--- config.mk ---
export PLATFORM = sky130hd
export DESIGN_NAME = layer0_input_packer
export DESIGN_NICKNAME = d
export VERILOG_FILES = /design/src/rtl/layer0_input_packer.sv
export SDC_FILE = /design/constraint.sdc
export NUM_CORES = 1
export LEC_CHECK = 0
export ABC_AREA = 1
export CAP_MARGIN = 0
export CORE_ASPECT_RATIO = 0.6
export CORE_MARGIN = 2
export CORE_UTILIZATION = 40
export CTS_BUF_LIST = sky130_fd_sc_hd__clkbuf_8
export CTS_CLUSTER_SIZE = 24
export DETAILED_ROUTE_END_ITERATION = 8
export PLACE_DENSITY_LB_ADDON = 0.1
export RECOVER_POWER = 50
export SLEW_MARGIN = 5
export SYNTH_ARGS = -nofsm -noshare
export SYNTH_HDL_FRONTEND = slang
export SYNTH_SLANG_ARGS = --single-unit
--- constraint.sdc ---
create_clock -name clk -period 2 [get_ports clk]
set_clock_uncertainty 0.1 [all_clocks]
set_input_delay 0.6 -clock clk [delete_from_list [all_inputs] [get_ports clk]]
set_output_delay 0.6 -clock clk [all_outputs]
set_load 0.01 [all_outputs]
--- src/rtl/layer0_input_packer.sv ---
// Stream-to-vector front end for the layer0 neuron LUTs: quantizes signed samples and packs
// NUM_FEAT of them into a double-buffered, held output frame. Optional macro: LAYER0_PACKER_TLAST_EN.
module layer0_input_packer #(
    parameter int IN_W     = 12,
    parameter int Q_BITS   = 2,
    parameter int NUM_FEAT = 16,
    parameter int SHIFT    = 9,
    parameter int OFFSET   = 2
) (
    input  logic                         clk,
    input  logic                         rst_n,
    input  logic                         s_valid,
    output logic                         s_ready,
    input  logic signed [IN_W-1:0]       s_data,
`ifdef LAYER0_PACKER_TLAST_EN
    input  logic                         s_last,
    output logic                         frame_err,
`endif
    output logic                         m_valid,
    input  logic                         m_ready,
    output logic [NUM_FEAT*Q_BITS-1:0]   m_data,
    output logic [15:0]                  frame_cnt
);

    localparam int OUT_W = NUM_FEAT * Q_BITS;
    localparam int IDX_W = (NUM_FEAT > 1) ? $clog2(NUM_FEAT) : 1;
    localparam int T_W   = IN_W + 2;

    localparam logic [0:0] ST_FILL  = 1'b0;
    localparam logic [0:0] ST_STALL = 1'b1;

    localparam logic signed [T_W-1:0] Q_MAX_T = T_W'((1 << Q_BITS) - 1);
    localparam logic signed [T_W-1:0] OFS_T   = T_W'(OFFSET);
    localparam logic [IDX_W-1:0]      IDX_LAST = IDX_W'(NUM_FEAT - 1);

    logic [0:0]       state_q, state_d;
    logic [IDX_W-1:0] idx_q, idx_d;
    logic [OUT_W-1:0] collect_q, collect_d;
    logic [OUT_W-1:0] m_data_q, m_data_d;
    logic             m_valid_q, m_valid_d;
    logic             s_ready_q, s_ready_d;
    logic [15:0]      frame_cnt_q, frame_cnt_d;
    logic             err_q, err_d;

    logic signed [T_W-1:0] ext_s, t_s;
    logic [Q_BITS-1:0]     q;
    logic [OUT_W-1:0]      collect_ins;
    logic                  accept, drain, at_last, frame_done;

    // Quantizer: sign-extend first so the shift and offset cannot overflow.
    always_comb begin
        ext_s = {{2{s_data[IN_W-1]}}, s_data};
        t_s   = (ext_s >>> SHIFT) + OFS_T;
        if (t_s[T_W-1]) begin
            q = '0;
        end else if (t_s > Q_MAX_T) begin
            q = '1;
        end else begin
            q = t_s[Q_BITS-1:0];
        end
    end

    assign accept  = s_valid && s_ready_q;
    assign drain   = m_valid_q && m_ready;
    assign at_last = (idx_q == IDX_LAST);

`ifdef LAYER0_PACKER_TLAST_EN
    assign frame_done = at_last || s_last;
    assign err_d      = accept && (s_last != at_last);
`else
    assign frame_done = at_last;
    assign err_d      = 1'b0;
`endif

    always_comb begin
        collect_ins = collect_q;
        collect_ins[idx_q*Q_BITS +: Q_BITS] = q;
    end

    always_comb begin
        state_d     = state_q;
        idx_d       = idx_q;
        collect_d   = collect_q;
        m_data_d    = m_data_q;
        m_valid_d   = m_valid_q;
        frame_cnt_d = frame_cnt_q;

        if (drain) begin
            frame_cnt_d = frame_cnt_q + 16'd1;
            m_valid_d   = 1'b0;
        end

        if (state_q == ST_STALL) begin
            if (drain) begin
                m_data_d  = collect_q;
                m_valid_d = 1'b1;
                collect_d = '0;
                state_d   = ST_FILL;
            end
        end else if (accept) begin
            if (frame_done) begin
                idx_d = '0;
                // collect is cleared at every frame start, so a short frame is zero-filled for free
                if (!m_valid_q || m_ready) begin
                    m_data_d  = collect_ins;
                    m_valid_d = 1'b1;
                    collect_d = '0;
                end else begin
                    collect_d = collect_ins;
                    state_d   = ST_STALL;
                end
            end else begin
                collect_d = collect_ins;
                idx_d     = idx_q + IDX_W'(1);
            end
        end

        s_ready_d = (state_d == ST_FILL);
    end

    always_ff @(posedge clk or negedge rst_n) begin
        if (!rst_n) begin
            state_q     <= ST_FILL;
            idx_q       <= '0;
            collect_q   <= '0;
            m_data_q    <= '0;
            m_valid_q   <= 1'b0;
            s_ready_q   <= 1'b1;
            frame_cnt_q <= '0;
            err_q       <= 1'b0;
        end else begin
            state_q     <= state_d;
            idx_q       <= idx_d;
            collect_q   <= collect_d;
            m_data_q    <= m_data_d;
            m_valid_q   <= m_valid_d;
            s_ready_q   <= s_ready_d;
            frame_cnt_q <= frame_cnt_d;
            err_q       <= err_d;
        end
    end

    assign s_ready   = s_ready_q;
    assign m_valid   = m_valid_q;
    assign m_data    = m_data_q;
    assign frame_cnt = frame_cnt_q;

`ifdef LAYER0_PACKER_TLAST_EN
    assign frame_err = err_q;
`else
    logic unused_err;
    assign unused_err = err_q;
`endif

endmodule

==> results.tsv <==
stage	metric	value	unit
clocking	cts_buffer_depth	2	
floorplanning	dieArea	0.0122	sq mm
drt	wl_met1	6440	um
global_route	antenna_found_initial	0	
timing	fin_ws	33.9	ps
placement	placed_area	0.00564	sq mm
worst_setup_path	path_cells	buf_6, nor3_4, ha_4, inv_4, nand2_4, nor2_2, inv_1, buf_4, nand2_1, nand3_1, a2bb2oi_2	
placement	hpwl	8760	um
synthesis	synthCells	551	
synthesis	synth-edff-count	0	
clocking	cts.sinks	87	
floorplanning	num_io_pins	66	
global_route	grt_util_all_layers	21.3	%
drt	drtPass1Iterations	4	
drt	met2_length	5380	um
worst_setup_path	worstSetupStartpointType	register	
synthesis	synth_commonest_cells	125 x nand2_1, 86 x dfrtp_1, 62 x inv_1	
pwr	power.leakage	3.32	nW
synthesis	netlist_area	0.00452	sq mm
synthesis	yosys.cell_count.top_type	nand2_1	
drt	wl_met3	563	um
finish	stdcell_area	0.00634	sq mm
worst_setup_path	critPathRequiredTime	2200	ps
drt	drt-initial-drc-count	245	
timing	slew_headroom	61.5	%
clocking	cts-root-buf	clkbuf_8	
hold_path	hp-class	register to register	
clocking	numCtsBuffers	9	
worst_setup_path	slowest_stage	dfrtp_1	
floorplanning	die_y	86.4	um
timing	fin_hold_ws	381	ps
timing	finalMaxSlewViolations	0	
floorplanning	start_util	40.6	%
timing	fmax	0.509	GHz
synthesis	syn_nets	574	
global_route	grt_overflow	0	
synthesis	avgSynthCellArea	8.21	sq um
synthesis	yosysTopAreaCellShare	47.6	%
finish	stdcell_count	829	
drt	vias_per_cell	5.00	
timing	period_share	98.3	%
worst_setup_path	crit_type	register to register	
placement	port_buffers	56	
clocking	worst_setup_hold_path_clk_slew	90	ps
synthesis	yosysTopAreaCell	dfrtp_1	
floorplanning	core_area	0.0111	sq mm
synthesis	synth_area_leaders	dfrtp_1 48%, nand2_1 10%, o21ai_0 5.5%, inv_1 5.1%, a21oi_1 5.1%	
placement	pre_cts_ws	-461	ps
synthesis	yosysSeqAreaShare	48.2	%
placement	dp.cells	790	
drt	vias	4141	
finish	nets	703	
timing	max_slew.worst_pin.slew	577	ps
worst_setup_path	end_kind	register	
placement	gp_congestion	0.902	
synthesis	ys_async_sr_fraction	100	%
timing	finalSetupViolCount	0	
flow_run	maxCapViolations	0	
timing	rsz0062_at_grt	true	
finish	area_growth_syn_to_layout	40.2	%
pwr	peakVddDrop	0.746	mV
floorplanning	std_cell_rows	30	
finish	final_util	56.9	%
global_route	grt_pass1_vias	3925	
drt	wl	12500	um
drt	routed.top_layer	met4	
drt	drc	0	
drt	ant_nets	0	
synthesis	synth_warnings	0	
floorplanning	die_x	141	um
global_route	grt_pass1_wl	20200	um
timing	fin_crit	1970	ps
timing	hold_viol	0	
finish	diodes	0	
worst_setup_path	path_delay_family	simple AND/OR/NAND/NOR gates	
drt	wl_per_cell	15.0	um
pwr	power_density	1550	mW/mm^2
worst_setup_path	crit_arrival	2160	ps
synthesis	synth_cell_types	38	
clocking	h-tree-depth	3	
synthesis	ys_ff_latch	87	
clocking	tritoncts	done	
synthesis	synth_flop_cell	dfrtp_1	
global_route	grt_max_degree	44	
worst_setup_path	max_stage_delay	430	ps
worst_setup_path	crit_buf_inv	4	
clocking	clk-insertion-delay-late	360	ps
outcome	status	finished clean	
worst_setup_path	rrSetupSlack	30	ps
finish	drive_above_1_share	25.3	%
worst_setup_path	cp_max_fo	4	
[worst reg2reg max path, delay by kind of cell (launching register included)]
family	cells	cell delay, ps
flops	1	430
fa+ha+maj	1	250
buf+inv	4	450
simple gates	5	560
compound gates	1	140
[repair_timing]
| item | CTS | global route |
|---|---|---|
| pin swaps | 2 | 18 |
| cloned | 1 | 0 |
| setup buffers | 12 | 9 |
| setup endpoints to repair | 44 | 90 |
| gates resized for setup | 25 | 103 |
| hold buffers | 1 | 0 |
| hold endpoints to repair | 7 | 0 |
[routing by layer]
metal	track usage, %	vias to the layer above
li1	-	2067
met1	32.2	1978
met2	31.2	87
met3	3.98	9
met4	5.91	0
met5	0	-
[power by group]
| part | switching, mW | leakage (nW) | internal [mW] |
|---|---|---|---|
| Clock | 0.648 | 0.103 | 0.644 |
| Sequential | 0.385 | 1.11 | 2.40 |
| Combinational | 3.18 | 2.11 | 2.56 |
| Total | 4.21 | 3.32 | 5.61 |
[registers in the layout, summed over array words and instances (netlist names)]
| name | count |
|---|---|
| collect_q | 32 |
| m_data | 32 |
| frame_cnt | 16 |
| idx_q | 4 |
| m_valid | 1 |
| s_ready | 1 |
| state_q | 1 |
[kinds of logic after synthesis]
kind of cell | share of synthesized area (%)
AOI/OAI and AO/OA | 17.2
xor gates and xnor gates | 2.52
adders and majority gates | 1.94
buffers and inverters | 7.72
DFF | 48.2
and+or+nand+nor | 22.4
[layout make-up]
cell class	count	area, sq um
fill	1011	4810
multi-input combinational	377	2230
sequential	87	2180
timing repair buffer	135	1260
inverter	69	267
tap	144	180
clock buffer	11	151
clock inverter	5	57.6
timing repair inverter	1	7.51
[final timing paths]
path	end	start	cells past startpoint
min in group asynchronous	frame_cnt[14]$_DFFE_PN0P_	rst_n	2
setup / recovery	m_data[28]$_DFFE_PN0P_	idx_q[1]$_DFFE_PN0P_	11
setup reg to reg	m_data[28]$_DFFE_PN0P_	idx_q[1]$_DFFE_PN0P_	11
hold reg to reg	m_data[12]$_DFFE_PN0P_	m_data[12]$_DFFE_PN0P_	2
hold / removal	m_data[12]$_DFFE_PN0P_	m_data[12]$_DFFE_PN0P_	2
max in group asynchronous	idx_q[0]$_DFFE_PN0P_	rst_n	3
[metrics by stage]
stage | power, mW | setup TNS, ps
after floorplan | 5.51 | 0
after global placement | 7.69 | -22190
after detailed placement | 7.77 | -23150
after CTS | 9.31 | 0
after global routing | 10.6 | -904
final | 9.82 | 0
[cells in the final DEF, fill, tap and decap left out, drive strengths merged, types with 13 or more instances in the layout]
cell / count
o21ai: 55
nor2: 35
clkdlybuf4s50: 19
buf: 74
nand3: 33
nand2: 131
dlymetal6s2s: 29
o22ai: 13
clkbuf: 16
inv: 69
dfrtp: 86
a21oi: 46
(Power assumes the default switching activity.)
